--- src/rtl/instr_fetch.sv ---
// -----------------------------------------------------------------------------
// instr_fetch
//
// Instruction fetch unit for the RV32I core. It samples the program counter,
// issues one word read to instruction memory (req/ack), holds the returned
// word for decode (valid/ready) and pulses the PC load strobe on handoff so
// the PC advances by one word.
//
// Handshakes:
//   memory side : mem_req is held high with a stable mem_addr until a cycle
//                 with mem_ack high; mem_rdata is taken in that same cycle.
//   decode side : instr/instr_valid stay stable until a cycle with
//                 instr_ready high (the handoff); flush in that cycle cancels
//                 the handoff.
//
// Ports:
//   clk, clr            clock (rising edge), asynchronous active-low reset
//   fetch_en            allows a new fetch to start from IDLE
//   pc_val[31:0]        current PC
//   flush               redirect; discards in-flight or held instruction
//   mem_req, mem_addr   memory read request and word address
//   mem_ack, mem_rdata  memory response
//   instr, instr_valid  held instruction to decode
//   instr_ready         decode accepts instr
//   pc_load             one-cycle PC load strobe (combinational)
//   fetch_err           sticky error flag
//   err_code[1:0]       01 = misaligned PC, 10 = memory timeout
//
// Configuration:
//   INSTR_FETCH_TIMEOUT_EN  when defined, a request that waits TIMEOUT_CYCLES
//                           cycles without ack aborts into ERR with code 10.
//                           Otherwise REQ waits for ack indefinitely.
// -----------------------------------------------------------------------------
module instr_fetch #(
  parameter int unsigned TIMEOUT_CYCLES = 16
) (
  input  logic        clk,
  input  logic        clr,
  input  logic        fetch_en,
  input  logic [31:0] pc_val,
  input  logic        flush,
  output logic        mem_req,
  output logic [31:0] mem_addr,
  input  logic        mem_ack,
  input  logic [31:0] mem_rdata,
  output logic [31:0] instr,
  output logic        instr_valid,
  input  logic        instr_ready,
  output logic        pc_load,
  output logic        fetch_err,
  output logic [1:0]  err_code
);

  typedef enum logic [1:0] {
    IDLE = 2'd0,
    REQ  = 2'd1,
    HOLD = 2'd2,
    ERR  = 2'd3
  } state_t;

  // state is kept as a named enum so it is visible by name in waveforms
  // and to bound checkers.
  state_t state;

  // Set when a flush arrives while a memory read is outstanding; the bus
  // transaction cannot be cancelled, so its data is discarded on ack.
  logic drop;

`ifdef INSTR_FETCH_TIMEOUT_EN
  localparam int unsigned CW = $clog2(TIMEOUT_CYCLES + 1);
  logic [CW-1:0] tcnt;
`endif

  // Handoff strobe; flush in the same cycle wins because the branch path
  // loads the PC itself.
  assign pc_load = instr_valid & instr_ready & ~flush;

  always_ff @(posedge clk or negedge clr) begin
    if (!clr) begin
      state       <= IDLE;
      drop        <= 1'b0;
      mem_req     <= 1'b0;
      mem_addr    <= 32'h0;
      instr       <= 32'h0;
      instr_valid <= 1'b0;
      fetch_err   <= 1'b0;
      err_code    <= 2'b00;
`ifdef INSTR_FETCH_TIMEOUT_EN
      tcnt        <= '0;
`endif
    end else begin
      case (state)
        IDLE: begin
          if (fetch_en && !flush) begin
            if (pc_val[1:0] != 2'b00) begin
              state     <= ERR;
              fetch_err <= 1'b1;
              err_code  <= 2'b01;
            end else begin
              mem_addr <= pc_val;
              mem_req  <= 1'b1;
              state    <= REQ;
`ifdef INSTR_FETCH_TIMEOUT_EN
              tcnt     <= '0;
`endif
            end
          end
        end

        REQ: begin
          if (mem_ack) begin
            mem_req <= 1'b0;
`ifdef INSTR_FETCH_TIMEOUT_EN
            tcnt    <= '0;
`endif
            // A flush now or earlier in this request makes the data stale.
            if (drop || flush) begin
              drop  <= 1'b0;
              state <= IDLE;
            end else begin
              instr       <= mem_rdata;
              instr_valid <= 1'b1;
              state       <= HOLD;
            end
          end else begin
            if (flush) drop <= 1'b1;
`ifdef INSTR_FETCH_TIMEOUT_EN
            // This no-ack cycle brings the count to TIMEOUT_CYCLES.
            if (tcnt == CW'(TIMEOUT_CYCLES - 1)) begin
              mem_req   <= 1'b0;
              drop      <= 1'b0;
              fetch_err <= 1'b1;
              err_code  <= 2'b10;
              state     <= ERR;
            end else begin
              tcnt <= tcnt + 1'b1;
            end
`endif
          end
        end

        HOLD: begin
          // Both a flush and a handoff release the held instruction.
          if (flush || instr_ready) begin
            instr_valid <= 1'b0;
            state       <= IDLE;
          end
        end

        ERR: begin
          // Sticky until reset.
          fetch_err <= 1'b1;
        end

        default: state <= IDLE;
      endcase
    end
  end

endmodule

--- config.mk ---
export PLATFORM = sky130hd
export DESIGN_NAME = instr_fetch
export DESIGN_NICKNAME = d
export VERILOG_FILES = /design/src/rtl/instr_fetch.sv
export SDC_FILE = /design/constraint.sdc
export NUM_CORES = 1
export LEC_CHECK = 0
export ABC_AREA = 1
export CAP_MARGIN = 20
export CORE_ASPECT_RATIO = 1.4
export CORE_MARGIN = 5
export CORE_UTILIZATION = 26
export CTS_CLUSTER_SIZE = 8
export DETAILED_ROUTE_END_ITERATION = 7
export GPL_TIMING_DRIVEN = 0
export PLACE_DENSITY = 0.52
export SETUP_SLACK_MARGIN = 0.5
export SLEW_MARGIN = 40
export SYNTH_ARGS = -nofsm -noshare
export SYNTH_HDL_FRONTEND = slang
export SYNTH_SLANG_ARGS = --single-unit
--- constraint.sdc ---
create_clock -name clk -period 1.5 [get_ports clk]
set_input_delay 0.3 -clock clk [delete_from_list [all_inputs] [get_ports clk]]
set_output_delay 0.3 -clock clk [all_outputs]
set_load 0.005 [all_outputs]
==> metrics.md <==
| Metric | Value |
|---|---|
| Post-DRT Antenna Nets | 0 |
| Library cells used by synthesis | 19 |
| # DRC | 0 |
| Initial antenna violation count | 0 |
| CTS H-tree depth | 3 |
| Die H | 136.5 um |
| I/O Pins | 140 |
| Endpoints failing hold | 35 |
| Area grow syn2layout | 67.69% |
| Layout cells sized above 1 | 32.02% |
| CTS tree | built |
| Max VDD drop | 0.0006133 V |
| Total power | 8.985 mW |
| Hold WC Path Type | in -> async |
| Worst skew pair latency | 0.33 ns |
| GRT Util Overall | 14.19% |
| Die area | 13710 um2 |
| Core area | 11280 um2 |
| Slew Limit Fails | 0 |
| Fill count | 1178 |
| Syn Nets | 415 |
| Worst path slowest cell | dfrtp_2 |
| Synthesized instance count | 339 |
| GP Congestion | 0.7341 |
| Register Area | 1779 um2 |
| Type of origin of the critical path | flop |
| Final HPWL DP | 7.122 mm |
| Synth Area in Compound Gates | 1.010% |
| I/O Buffers | 138 |
| Avg WL per Cell | 14.52 um |
| Met3 usage | 2.550% |
| Cell area after synthesis | 2974 um2 |
| Clock sink total | 71 |
| Fmax | 761.9 MHz |
| Critical path class | reg -> reg |
| WL final | 9.801 mm |
| Vias per inst | 4.212 |
| Adder-cell share of the synthesized area | 2.524% |
| Crit path max fanout | 8 |
| Crit path capture type | flop |
| Iteration count of the initial detailed-routing pass | 4 |
| Pleak | 2.659 nW |
| Fin util | 44.21% |
| DR vias | 2843 |
| Area of the multi-input gates | 1126 um2 |
| Simple-gate area share of the yosys netlist | 31.22% |
| Grt ovf | 0 |
| Max clock buf depth | 2 |
| Yosys warnings | 0 |
| Largest family of logic cells by synthesized area | simple AND/OR/NAND/NOR gates |
| CP max stage delay | 0.43 ns |
| Worst EP arrival | 1.53 ns |
| Seq/Total Area, Yosys | 59.74% |
| Chip Width | 100.4 um |
| Failing checks | negative hold slack |
| Max Cap Violations | 0 |
| Final min period | 1.312 ns |
| DR iter-0 viols | 69 |
| Pin count of the biggest net entering global routing | 37 |
| Clock-pin slew on the worst setup and hold paths | 0.05 ns |
| Worst hold slack | -0.1385 ns |
| XOR/XNOR Fraction of Synth Area | 0% |
| CP Cell Sequence | inv_4 > ha_4 > nand2_2 > clkinv_4 > nand2_8 > clkbuf_16 > nand2_1 > nand2_1 |
| Antenna cell count | 0 |
| R2R Path Start | state[1] |
| Std-Cell Rows | 46 |
| Status | finished, violations left |
| Mux cell area share after synthesis | 0% |
| Final Skew | 0.002646 ns |
| Setup violations, final | 0 |
| Met2 Resource Use GR | 25.96% |
| Critical Path RT | 1.72 ns |
| Mean post-synth cell area | 8.773 um2 |
| Starting density of the core | 26.36% |
| RSZ-0062 raised after global routing | yes |
| Crit-path most repeated cell | nand2_1 |
| CP Launch Point | state[1] |
| Num CTS Buffers | 9 |
| Clock root cell | clkbuf_16 |
| Nets | 603 |
| #FFs+latches synth | 71 |
| PD cells | 1802 nW/um2 |
| Vias in the first global route | 2912 |
| GRT Max-Usage Layer | met2 |
| First-pass GRT wire length | 14.84 mm |
| Period utilisation layout | 87.50% |
| Met1 Usage GRT | 14.98% |
cell type report:
type,instances,share of cell area (%)
buffer,16,3.287
clock buffer,14,5.093
clock inverter,1,0.1004
inverter,13,1.229
multi-input combinational,239,22.58
sequential,71,35.67
tap,144,3.613
timing repair buffer,177,28.42
layout by cell type, fill, tap and decap left out, drive strengths merged:
cell	netlist	routed
ha	6	6
buf	16	122
inv	13	12
nor2	13	13
clkdlybuf4s50	0	66
o21ai	3	3
dfrtp	71	71
a21oi	3	3
conb	1	1
clkinv	0	2
clkbuf	0	17
dlymetal6s2s	0	1
nand3b	1	1
nand2	175	175
nand3	37	37
dlygate4sd2	0	1
stage by stage:
stage / area [um2] / cells / setup WS [ns] / setup TNS, ns
6_report: 4987 / 675 / 0.1875 / 0
4_1_cts: 4826 / 662 / 0.1811 / 0
2_1_floorplan: 3037 / 339 / 0.2801 / 0
3_5_place_dp: 4619 / 622 / -0.3099 / -9.987
5_1_grt: 4987 / 675 / 0.1162 / 0
3_3_place_gp: 4598 / 621 / -2.826 / -189.40
registers in the layout (all words and copies together), names as in the netlist:
name,flops
instr_valid,1
state,2
instr,32
fetch_err,1
err_code,1
mem_addr,32
mem_req,1
drop,1
synth_stat cells:
cell type	count	share of area (%)
nand3_1	36	6.1
o21ai_0	3	0.50
nand3b_1	1	0.25
nor2_1	10	1.3
inv_1	9	1.1
inv_2	3	0.38
buf_6	3	1.1
nor2_2	2	0.42
nand2_2	2	0.42
inv_4	1	0.21
dfrtp_1	71	60
conb_1	1	0.13
buf_2	9	1.5
nand2_1	173	22
nor2_4	1	0.38
buf_4	4	1.0
nand3_4	1	0.59
ha_1	6	2.5
a21oi_1	3	0.50
logic make-up after synthesis:
logic type / after synthesis
compound gates: 6
fa+ha+maj: 6
buf+inv: 29
flops: 71
other cells: 1
simple gates: 226
power breakdown:
part | internal, mW | switching [mW]
Clock | 1.15 | 0.752
Combinational | 1.99 | 1.79
Sequential | 2.81 | 0.481
metal layers:
layer / wire, um / vias to the layer above
met3: 367 / 19
met5: 0 / -
met4: 329 / 0
met1: 3736 / 1332
met2: 5368 / 70
li1: - / 1422
critical path: cells and delay by family, from the launching register on:
kind	cells	cell delay, ns
adder cells (fa/ha/maj)	1	0.15
AND/OR/NAND/NOR	4	0.26
buffers and inverters	3	0.36
flip-flops	1	0.43
final timing paths:
path / cells past startpoint / slack, ns / end
max in group asynchronous: 2 / 1.11 / state[0]
min reg2reg: 2 / 0.46 / instr[8]
min in group clk: 6 / 0.41 / instr_valid
max reg2reg: 8 / 0.19 / instr[24]
min: 1 / -0.14 / instr[14]
max: 8 / 0.19 / instr[24]
repair_timing:
| action | 4_1_cts | 5_1_grt |
|---|---|---|
| setup buffers | 23 | 11 |
| endpoints found under the hold margin | 35 | 35 |
| cloned | 2 | 2 |
| setup endpoints to repair | 140 | 140 |
| gates resized for setup | 304 | 14 |
| pin swaps | 3 | 9 |
No activity file was read; power rests on OpenSTA's default activity.
